<file path="config.mk">
export PLATFORM = sky130hd
export DESIGN_NAME = regfile_wb_arbiter_flat
export DESIGN_NICKNAME = d
export VERILOG_FILES = /design/src/rtl/mips_pkg.sv /design/src/rtl/regfile_wb_arbiter_if.sv /design/src/rtl/rr_arbiter2.sv /design/src/rtl/regfile_wb_arbiter.sv /design/src/flat_wrapper.sv
export SDC_FILE = /design/constraint.sdc
export NUM_CORES = 1
export LEC_CHECK = 0
export ABC_AREA = 1
export CAP_MARGIN = 20
export CORE_UTILIZATION = 30
export DETAILED_ROUTE_END_ITERATION = 8
export PLACE_DENSITY = 0.63
export SYNTH_ARGS = -nofsm -noshare
export SYNTH_HDL_FRONTEND = slang
export SYNTH_SLANG_ARGS = --single-unit
</file>
<file path="constraint.sdc">
create_clock -name clk -period 2.6 [get_ports clk]
set_input_delay 0.78 -clock clk [delete_from_list [all_inputs] [get_ports clk]]
set_output_delay 0.78 -clock clk [all_outputs]
set_load 0.005 [all_outputs]
</file>
<file path="src/rtl/mips_pkg.sv">
// Shared writeback constants and requester identifiers for the register-file
// write arbiter.
package mips_pkg;

  localparam int DEF_DATA_W   = 32;
  localparam int DEF_ADDR_W   = 5;
  localparam int DEF_NUM_REGS = 2 ** DEF_ADDR_W;

  // Identifies a writeback source; also used as the round-robin pointer value.
  typedef enum logic {
    REQ_ALU  = 1'b0,
    REQ_LOAD = 1'b1
  } req_id_e;

  // Requester that should be favoured after `id` has been granted.
  function automatic req_id_e other_req(input req_id_e id);
    return (id == REQ_ALU) ? REQ_LOAD : REQ_ALU;
  endfunction

endpackage

</file>
<file path="src/rtl/regfile_wb_arbiter_if.sv">
// Two writeback request channels (ALU and load) with valid/ready handshakes.
interface regfile_wb_arbiter_if #(
  parameter int DATA_W = 32,
  parameter int ADDR_W = 5
);

  logic              r0_valid;
  logic [ADDR_W-1:0] r0_reg;
  logic [DATA_W-1:0] r0_data;
  logic              r0_ready;

  logic              r1_valid;
  logic [ADDR_W-1:0] r1_reg;
  logic [DATA_W-1:0] r1_data;
  logic              r1_ready;

  modport master (
    output r0_valid, r0_reg, r0_data,
    output r1_valid, r1_reg, r1_data,
    input  r0_ready, r1_ready
  );

  modport slave (
    input  r0_valid, r0_reg, r0_data,
    input  r1_valid, r1_reg, r1_data,
    output r0_ready, r1_ready
  );

endinterface

</file>
<file path="src/rtl/rr_arbiter2.sv">
// Two-way round-robin grant: purely combinational, the caller holds the pointer
// and loads ptr_nxt on each clock edge.
module rr_arbiter2
  import mips_pkg::*;
(
  input  logic [1:0] req,
  input  req_id_e    ptr,
  output logic [1:0] grant,
  output req_id_e    ptr_nxt
);

  // Grant the lone requester, or the favoured one when both request
  always_comb begin
    grant   = 2'b00;
    ptr_nxt = ptr;
    case (req)
      2'b01:   grant = 2'b01;
      2'b10:   grant = 2'b10;
      2'b11:   grant = (ptr == REQ_LOAD) ? 2'b10 : 2'b01;
      default: grant = 2'b00;
    endcase
    if (grant[1]) begin
      ptr_nxt = other_req(REQ_LOAD);
    end else if (grant[0]) begin
      ptr_nxt = other_req(REQ_ALU);
    end else begin
      ptr_nxt = ptr;
    end
  end

endmodule

</file>
<file path="src/rtl/regfile_wb_arbiter.sv">
// Arbitrates ALU and load writebacks onto a single register-file write port and
// tracks registers with reserved, still-unwritten results.
module regfile_wb_arbiter
  import mips_pkg::*;
#(
  parameter int DATA_W = DEF_DATA_W,
  parameter int ADDR_W = DEF_ADDR_W
) (
  input  logic                   clk,
  input  logic                   reset,
  regfile_wb_arbiter_if.slave    wb,
  input  logic                   rsv_valid,
  input  logic [ADDR_W-1:0]      rsv_reg,
  output logic [2**ADDR_W-1:0]   busy_mask,
  output logic                   RegWrite,
  output logic [ADDR_W-1:0]      write_reg,
  output logic [DATA_W-1:0]      write_data,
  output logic                   grant_id
);

  localparam int NREGS = 2 ** ADDR_W;

  logic [1:0]        req_s;
  logic [1:0]        grant_s;
  req_id_e           ptr_r;
  req_id_e           ptr_nxt_s;
  logic              xfer_s;
  logic [ADDR_W-1:0] sel_reg_s;
  logic [DATA_W-1:0] sel_data_s;
  logic [NREGS-1:0]  clr_s;
  logic [NREGS-1:0]  set_s;
  logic [NREGS-1:0]  busy_nxt_s;
  logic [NREGS-1:0]  busy_r;
  logic              regwrite_r;
  logic [ADDR_W-1:0] write_reg_r;
  logic [DATA_W-1:0] write_data_r;
  logic              grant_id_r;

  // Requests are masked during reset so no handshake can complete.
  assign req_s = reset ? 2'b00 : {wb.r1_valid, wb.r0_valid};

  rr_arbiter2 u_rr (
    .req     (req_s),
    .ptr     (ptr_r),
    .grant   (grant_s),
    .ptr_nxt (ptr_nxt_s)
  );

  assign wb.r0_ready = grant_s[0];
  assign wb.r1_ready = grant_s[1];
  assign xfer_s      = grant_s[0] | grant_s[1];
  assign sel_reg_s   = grant_s[1] ? wb.r1_reg  : wb.r0_reg;
  assign sel_data_s  = grant_s[1] ? wb.r1_data : wb.r0_data;

  // Set is applied after clear so a same-cycle reservation wins; bit 0 never sets.
  assign clr_s      = xfer_s ? ({{(NREGS-1){1'b0}}, 1'b1} << sel_reg_s) : {NREGS{1'b0}};
  assign set_s      = rsv_valid ? ({{(NREGS-1){1'b0}}, 1'b1} << rsv_reg) : {NREGS{1'b0}};
  assign busy_nxt_s = ((busy_r & ~clr_s) | set_s) & {{(NREGS-1){1'b1}}, 1'b0};

  // Reservation scoreboard
  always_ff @(posedge clk) begin
    if (reset) begin
      busy_r <= {NREGS{1'b0}};
    end else begin
      busy_r <= busy_nxt_s;
    end
  end

  // Round-robin pointer advances only on an accepted transfer
  always_ff @(posedge clk) begin
    if (reset) begin
      ptr_r <= REQ_ALU;
    end else if (xfer_s) begin
      ptr_r <= ptr_nxt_s;
    end else begin
      ptr_r <= ptr_r;
    end
  end

  // Output stage: one-cycle write pulse, index/data held between transfers
  always_ff @(posedge clk) begin
    if (reset) begin
      regwrite_r   <= 1'b0;
      write_reg_r  <= {ADDR_W{1'b0}};
      write_data_r <= {DATA_W{1'b0}};
      grant_id_r   <= 1'b0;
    end else if (xfer_s) begin
      regwrite_r   <= (sel_reg_s != {ADDR_W{1'b0}});
      write_reg_r  <= sel_reg_s;
      write_data_r <= sel_data_s;
      grant_id_r   <= grant_s[1];
    end else begin
      regwrite_r   <= 1'b0;
      write_reg_r  <= write_reg_r;
      write_data_r <= write_data_r;
      grant_id_r   <= grant_id_r;
    end
  end

  assign busy_mask  = busy_r;
  assign RegWrite   = regwrite_r;
  assign write_reg  = write_reg_r;
  assign write_data = write_data_r;
  assign grant_id   = grant_id_r;

endmodule

</file>
<file path="src/flat_wrapper.sv">
// flat-port wrapper written by rule: the top's interface ports become plain ports
module regfile_wb_arbiter_flat import mips_pkg::*;
#(
  parameter int DATA_W = DEF_DATA_W,
  parameter int ADDR_W = DEF_ADDR_W
)
  (clk, reset, rsv_valid, rsv_reg, busy_mask, RegWrite, write_reg, write_data, grant_id, wb_r0_valid, wb_r0_reg, wb_r0_data, wb_r1_valid, wb_r1_reg, wb_r1_data, wb_r0_ready, wb_r1_ready);
  regfile_wb_arbiter_if #(.DATA_W(DATA_W), .ADDR_W(ADDR_W)) wb_i ();
  input  logic clk;
  input  logic reset;
  input  logic rsv_valid;
  input  logic [ADDR_W-1:0] rsv_reg;
  output logic [2**ADDR_W-1:0] busy_mask;
  output logic RegWrite;
  output logic [ADDR_W-1:0] write_reg;
  output logic [DATA_W-1:0] write_data;
  output logic grant_id;
  input wire logic [$bits(wb_i.r0_valid)-1:0] wb_r0_valid;
  input wire logic [$bits(wb_i.r0_reg)-1:0] wb_r0_reg;
  input wire logic [$bits(wb_i.r0_data)-1:0] wb_r0_data;
  input wire logic [$bits(wb_i.r1_valid)-1:0] wb_r1_valid;
  input wire logic [$bits(wb_i.r1_reg)-1:0] wb_r1_reg;
  input wire logic [$bits(wb_i.r1_data)-1:0] wb_r1_data;
  output wire logic [$bits(wb_i.r0_ready)-1:0] wb_r0_ready;
  output wire logic [$bits(wb_i.r1_ready)-1:0] wb_r1_ready;
  assign wb_i.r0_valid = wb_r0_valid;
  assign wb_i.r0_reg = wb_r0_reg;
  assign wb_i.r0_data = wb_r0_data;
  assign wb_i.r1_valid = wb_r1_valid;
  assign wb_i.r1_reg = wb_r1_reg;
  assign wb_i.r1_data = wb_r1_data;
  assign wb_r0_ready = wb_i.r0_ready;
  assign wb_r1_ready = wb_i.r1_ready;
  regfile_wb_arbiter #(.DATA_W(DATA_W), .ADDR_W(ADDR_W)) u_core (.clk(clk), .reset(reset), .wb(wb_i), .rsv_valid(rsv_valid), .rsv_reg(rsv_reg), .busy_mask(busy_mask), .RegWrite(RegWrite), .write_reg(write_reg), .write_data(write_data), .grant_id(grant_id));
endmodule
</file>
Word-level counts from Yosys, hierarchy flattened
Index checks and enable logic that the tools add are counted.
{"block": "op_classes", "add_sub_neg": 0, "multipliers": 0, "div": 0, "magnitude_cmp": 0, "eq_ne": 3, "shifts": 2, "mux": 9, "n_bitwise": 5, "n_reduce_logical": 4}
{"cell": "32-bit 2-to-1 mux", "n": 3}
{"cell": "1-bit by 5-bit left shift with 32-bit output (first input constant)", "n": 2}
{"cell": "32-bit bitwise AND", "n": 1}
{"cell": "32-bit inverter", "n": 1}
{"cell": "32-bit bitwise OR", "n": 1}
{"cell": "2-bit one-hot mux with 3 select lines", "n": 1}
{"cell": "5-bit 2-to-1 mux", "n": 1}
{"cell": "5-bit nonzero test", "n": 1}
{"cell": "2-bit equality test (second input constant)", "n": 2}
{"cell": "2-bit 2-to-1 mux", "n": 2}
{"cell": "2-bit by 1-bit equality test with 1-bit output (second input constant)", "n": 1}
{"cell": "1-bit 2-to-1 mux", "n": 2}
{"cell": "2-bit AND reduction", "n": 1}
{"cell": "2-bit nonzero test", "n": 1}
{"cell": "2-bit OR reduction", "n": 1}
{"cell": "1-bit inverter", "n": 1}
{"cell": "1-bit bitwise OR", "n": 1}
{"block": "totals", "ff_bits": 72, "latchBits": 0, "ram_bits": 0, "rom_bits": 0, "input_bits": 84, "output_inout_bits": 73, "mem_count": 0}

Depth between registers and ports, before layout
Gate-level depths: netlist of run 1.
{"block": "logic_depth", "ltp_word": 9, "ltp_mapped": 11}

Modules after synthesis
Synthesis of run 1 repeated with hierarchy kept, for this count alone.
{"block": "hier_totals", "hier_cells": 523, "hier_area_um2": 3402.0}
{"mod": "regfile_wb_arbiter", "instances": 1, "cells_per_inst": 513, "area_per_inst_um2": 3363.2}
{"mod": "rr_arbiter2", "instances": 1, "cells_per_inst": 10, "area_per_inst_um2": 38.8}

Least setup slack after synthesis of run 1
OpenSTA, ideal clock, no wires.
{"block": "synth_path", "kind": "input-to-output", "start": "in reset", "end": "out wb_r1_ready", "arrival_time_ps": 1471, "t_required_ps": 1820, "path_slack_ps": 349, "stages": 5, "path_buffers": 2, "cell_sequence": "buf_6 > nor2_4 > nand2_2 > inv_2 > clkbuf_1"}
{"block": "synth_between", "elab_chain_cells": 3, "word_cells_on_any_way": 5, "classes_between": "eq/ne: 3; mux: 2"}
{"item": "from (decl)", "line_no": "flat_wrapper.sv:10", "text": "input logic reset;"}
{"item": "2-bit 2-to-1 mux *", "line_no": "regfile_wb_arbiter.sv:40", "text": "assign req_s = reset ? 2'b00 : {wb.r1_valid, wb.r0_valid};"}
{"item": "2-bit equality test or 2-bit by 1-bit equality test with 1-bit output (tied branches)", "line_no": "rr_arbiter2.sv:16", "text": "case (req)"}
{"item": "2-bit one-hot mux with 3 select lines *", "line_no": "rr_arbiter2.sv:16"}
{"item": "to (decl)", "line_no": "flat_wrapper.sv:25", "text": "output wire logic [$bits(wb_i.r1_ready)-1:0] wb_r1_ready;"}
Mark *: on every way between the ends. The rest lies on a longest branch, timed or not.

Worst setup path after layout of run 1
{"block": "layout_path", "start": "in wb_r1_valid", "end": "out wb_r0_ready"}
{"block": "layout_between", "elab_chain_cells": 3, "word_cells_on_any_way": 5, "classes_between": "eq/ne: 3; mux: 2"}
{"item": "from (decl)", "line_no": "flat_wrapper.sv:21", "text": "input wire logic [$bits(wb_i.r1_valid)-1:0] wb_r1_valid;"}
{"item": "2-bit 2-to-1 mux *", "line_no": "regfile_wb_arbiter.sv:40"}
{"item": "2-bit equality test or 2-bit by 1-bit equality test with 1-bit output (tied branches)", "line_no": "rr_arbiter2.sv:16"}
{"item": "2-bit one-hot mux with 3 select lines *", "line_no": "rr_arbiter2.sv:16"}
{"item": "to (decl)", "line_no": "flat_wrapper.sv:24", "text": "output wire logic [$bits(wb_i.r0_ready)-1:0] wb_r0_ready;"}
Marks and branches as above.

==> results of run 1 <==
==> cell type report <==
type                       count  area (um2)
fill                        1108        5410
multi-input combinational    349        1660
timing repair buffer         185        1830
sequential                    71        1420
inverter                      57         216
clock inverter                 5        81.3
clock buffer                  10         239
tap                          140         175
==> critical path, cell delays in order <==
cell           delay (ns)
dlygate4sd2_1        0.27
nand2_1              0.08
nand2_1              0.07
nor2_2               0.16
dlygate4sd2_1        0.25
==> metrics by stage <==
stage                     TNS, ns  power [mW]  cells  cell area, um2  setup slack (ns)
final                           0        3.06    817            5630             0.205
after CTS                       0        3.09    817            5630             0.192
after global routing            0        3.19    817            5630             0.115
after floorplan                 0        1.43    508            3460             0.349
after global placement     -11.03        1.76    802            5310            -0.310
after detailed placement   -14.97        1.76    802            5310            -0.324
==> how the worst min path moves through the flow <==
stage / cells after the start / from / end
3_5_place_dp: 2 / u_core.busy_mask[12] / u_core.busy_mask[12]
6_report: 2 / u_core.busy_mask[12] / u_core.busy_mask[12]
2_1_floorplan: 2 / u_core.busy_mask[1] / u_core.busy_mask[1]
3_3_place_gp: 2 / u_core.busy_mask[12] / u_core.busy_mask[12]
4_1_cts: 2 / u_core.busy_mask[12] / u_core.busy_mask[12]
5_1_grt: 2 / u_core.busy_mask[22] / u_core.busy_mask[22]
==> power by group <==
part           leakage (nW)  internal (mW)  switching (mW)
sequential            0.581           1.14          0.0288
clock                 0.155          0.862           0.462
combinational          1.67          0.309           0.255
total                  2.41           2.31           0.746
==> layout by cell type (no fill, tap or decap) <==
cell / n
clkinvlp_4: 1
clkbuf_16: 9
clkinv_2: 1
nor4_1: 5
nor2_4: 2
nor3_1: 1
bufinv_16: 2
or2_2: 1
inv_4: 1
o211ai_1: 21
nor2_2: 5
clkinv_1: 1
a21oi_1: 28
o21ai_4: 1
nand2_2: 3
a31oi_1: 1
buf_4: 25
inv_6: 1
nand3b_1: 1
inv_1: 52
buf_12: 5
clkdlybuf4s50_1: 150
o21ai_0: 1
clkbuf_8: 1
a21oi_2: 4
conb_1: 1
o21ai_2: 2
nand3_2: 6
nor2_1: 15
nand2_1: 183
a21oi_4: 1
inv_2: 3
nand3_1: 67
dlygate4sd2_1: 5
dfxtp_1: 71
==> cells by family (layout without fill, tap and decap cells) <==
group           count (synthesis)  after routing  share of synthesized area
buf+inv                        88            257                      0.110
other cells                     1              1                    0.00108
compound gates                 59             59                      0.114
flops                          71             71                      0.411
simple gates                  289            289                      0.364
==> per-layer routing <==
layer | vias up | wire length, um | track usage
li1 | 1943 | - | -
met1 | 1730 | 4540 | 0.228
met2 | 130 | 5360 | 0.332
met3 | 8 | 832 | 0.0456
met4 | 0 | 107 | 0.0610
met5 | - | 0 | 0
==> impl_metrics.ini, run 1 <==
[run_status]
status = finished, final reports clean

[die]
rows = 38
dieArea_um2 = 12000
initial_utilization = 0.313
core_um2 = 11000
ioPinCount = 157
dieWidth_um = 109
dieHeight_um = 109

[cts]
clockBufferDepth = 2
insertion_delay_ns = 0.32
cts.sinks = 71
cts_tree = yes
clock-root-buffer = clkbuf_16
ctsResizeCount = 6
cts_setup_buffers = 0
htreeDepth = 3
clkTransAtPathRegs_ns = 0.05
cts_hold_buffers = 0
numCtsBuffers = 9

[synthesis]
synth-edff-count = 0
synth-seq-area-share = 0.411
synthArstFlopShare = 0
synth.most_common_cell = nand2_1
synth_area_leaders = dfxtp_1 41%, nand2_1 20%, nand3_1 9.7%, inv_1 5.6%, o211ai_1 4.6%
yosys-top-cells-count = 183 x nand2_1, 71 x dfxtp_1, 67 x nand3_1
synth-seq-cells = 71
yosys.area.top_type = dfxtp_1
synthCells = 508
synth_nets = 592
synthFlopType = dfxtp_1
synth_warnings = 0
synth_area_um2 = 3460
synth_cell_types = 30
synth_top_cell_area_share = 0.411
synth.avg_cell_area_um2 = 6.81

[setup_path]
crit_path_end_kind = primary output
r2r.worst_path.cells = 12
crit_fanout = 3
crit_type = input pin to primary output
startpoint = wb_r1_valid
crit_arrival_ns = 1.61
rr_startpoint = u_core.ptr_r
crit-reg2reg-capture = u_core.busy_mask[17]
crit_path_end = wb_r0_ready
reg2reg_slack_ns = 0.80
critPathRequiredTime_ns = 1.82
startpoint_type = input pin

[place]
portBuffers = 155
place_congestion = 0.881
dp_hpwl_mm = 8.13

[cells_and_area]
largest_reg_flops = 32
antenna_cells = 0
layout-drive-gt1-share = 0.109
area_growth_pct = 62.7
final_core_util = 0.510
fin_nets = 757

[route]
dr.pass1.iters = 4
drc_errors = 0
wl_mm = 10.8
wire_per_inst_um = 13.3
viasPerCell = 4.66
drtAntennaViolNets = 0
dr_total_vias = 3811
drt-initial-drc-count = 161

[grt]
grt_max_degree = 35
grt_usage = 0.190
gr-total-overflow = 0
grt_antenna_before_repair = 0
grt_first_pass_wirelength_mm = 17.7
grt_pass1_vias = 3728

[sta]
fin_hold_ws_ns = 0.457
hold_violations = 0
slew_headroom = 0.645
final-setup-viol-count = 0
rsz0062_at_grt = no
period_share = 0.921
timing.final.max_slew_violations = 0
clock_skew_ns = 0.00487
max_slew.worst_pin.slew_ns = 0.532
max_freq_mhz = 418
period_needed_ns = 2.39

[worst_hold_path]
hold_path_class = register to register

[pwr]
p_per_area_nw_per_um2 = 544
ir_drop_uv = 276
p_leak_nw = 2.41

[flow_run]
drv_cap = 0
Power figures use the tool's default switching activity.
==> run 2: changes to the inputs <==
- CTS_CLUSTER_DIAMETER: default -> 30
- PLACE_DENSITY: 0.63 -> default
- PLACE_DENSITY_LB_ADDON: default -> 0.25
==> impl_metrics.ini, run 2 (synthesized netlist as in run 1, its figures left out) <==
[route]
drt-initial-drc-count = 164
drtAntennaViolNets = 0
dr.pass1.iters = 5
drc_errors = 0
viasPerCell = 4.69
dr_total_vias = 3833
wire_per_inst_um = 13.5
wl_mm = 11.0

[pwr]
ir_drop_uv = 272
power_frac_comb = 0.190
power.share.clock = 0.417
p_per_area_nw_per_um2 = 530
switchingPower_mw = 0.776
seq_power_share = 0.393
p_int_mw = 2.20
p_leak_nw = 2.41
switching_share = 0.261
power_mw = 2.97

[setup_path]
crit_path_end_kind = primary output
startpoint_type = input pin
critPathRequiredTime_ns = 1.82
crit_fanout = 3
path_common_cell = dlygate4sd2_1
cp_slowest_cell = dlygate4sd2_1
rr_startpoint = u_core.ptr_r
startpoint = wb_r0_valid
max_stage_delay_ns = 0.28
reg2reg_slack_ns = 0.86
path_cells = dlygate4sd2_1 > nand2_2 > nor2_4 > dlygate4sd2_1
crit_type = input pin to primary output
crit_arrival_ns = 1.55

[cts]
cts.sinks = 71
cts_tree = yes
numCtsBuffers = 9
cts_hold_buffers = 0
clockBufferDepth = 2
clkTransAtPathRegs_ns = 0.06
insertion_delay_ns = 0.33
clock-root-buffer = clkbuf_16
htreeDepth = 3

[sta]
max_slew.worst_pin.slew_ns = 0.556
max_freq_mhz = 430
rsz0062_at_grt = no
period_needed_ns = 2.33
hold_violations = 0
final-setup-viol-count = 0
clock_skew_ns = 0.00654
slew_headroom = 0.629
period_share = 0.895
setup_ws_ns = 0.273
timing.final.max_slew_violations = 0

[worst_hold_path]
min-delay-start = u_core.busy_mask[11]
hold_path_class = register to register

[cells_and_area]
final-seq-area_um2 = 1420
fillers = 1125
layout.cells.non_filler = 818
mostFrequentLayoutCells = 182 x nand2_1, 150 x clkdlybuf4s50_1, 71 x dfxtp_1
final_core_util = 0.509
multi_input_comb_area_um2 = 1670
fin_area_um2 = 5610
largest_reg_flops = 32
layout-drive-gt1-share = 0.111
area_growth_pct = 62.3
final_common_cell = nand2_1
fin_nets = 756

[die]
ioPinCount = 157
dieArea_um2 = 12000
dieWidth_um = 109
dieHeight_um = 109
initial_utilization = 0.313
core_um2 = 11000
rows = 38

[run_status]
status = finished, final reports clean

[place]
placed_cells = 800
place_congestion = 0.842
detailed_place.area_um2 = 5280
portBuffers = 155
place_ws_ns = -0.454
dp_hpwl_mm = 8.16

[flow_run]
drv_cap = 0

[grt]
grt_first_pass_wirelength_mm = 18.2
grt_antenna_before_repair = 1
grt_max_degree = 43
gr-total-overflow = 0
grt_pass1_vias = 3716
grt_usage = 0.197
-- run 2: cell types whose count changed in the layout (fill, tap and decap cells not counted), sizes merged --
cell          previous run  this run
clkinv                   2         4
bufinv                   2         1
dlymetal6s2s             0         2
diode                    0         1
dlygate4sd2              5         2
-- run 2: repair_timing --
action                                  CTS  global route
pin swaps                                 1             0
gates resized for setup                  10             5
setup buffers                             1             0
endpoints found under the setup margin    3            18
-- run 2: final timing paths --
kind	to	cells after the start
setup reg to reg	u_core.busy_mask[16]	12
hold reg to reg	u_core.busy_mask[11]	2
hold / removal	u_core.busy_mask[11]	2
setup / recovery	wb_r0_ready	4
-- run 2: metal layers --
metal / up-vias / global-route usage / wire [um]
met5: - / 0 / 0
met4: 0 / 0.0724 / 184
met3: 13 / 0.0498 / 650
met2: 119 / 0.341 / 5480
met1: 1752 / 0.235 / 4730
li1: 1949 / - / -
-- run 2: final cells by class --
| class | instances | area share |
|---|---|---|
| Antenna cell | 1 | 0.000446 |
| Clock buffer | 10 | 0.0408 |
| Clock inverter | 6 | 0.0123 |
| Inverter | 57 | 0.0386 |
| Multi-Input combinational cell | 349 | 0.297 |
| Sequential cell | 71 | 0.253 |
| Tap cell | 140 | 0.0312 |
| Timing Repair Buffer | 184 | 0.326 |
-- run 2: stage by stage --
step	hold slack, ns	TNS [ns]
after floorplan	0.453	0
after global placement	0.448	-10.02
after detailed placement	0.455	-13.73
after CTS	0.464	0
after global routing	0.485	0
final	0.464	0
-- run 2: critical path: cells and delay by family --
kind | cells | cell delay, ns
buf+inv | 2 | 0.52
simple gates | 2 | 0.24
-- run 2: power by group through the flow --
stage | sequential, mW | clock [mW] | combinational (mW)
floorplan | 1.19 | 0 | 0.232
global route | 1.17 | 1.32 | 0.621
global placement | 1.19 | 0 | 0.556
detailed placement | 1.19 | 0 | 0.563
CTS | 1.17 | 1.26 | 0.569
finish | 1.17 | 1.24 | 0.565
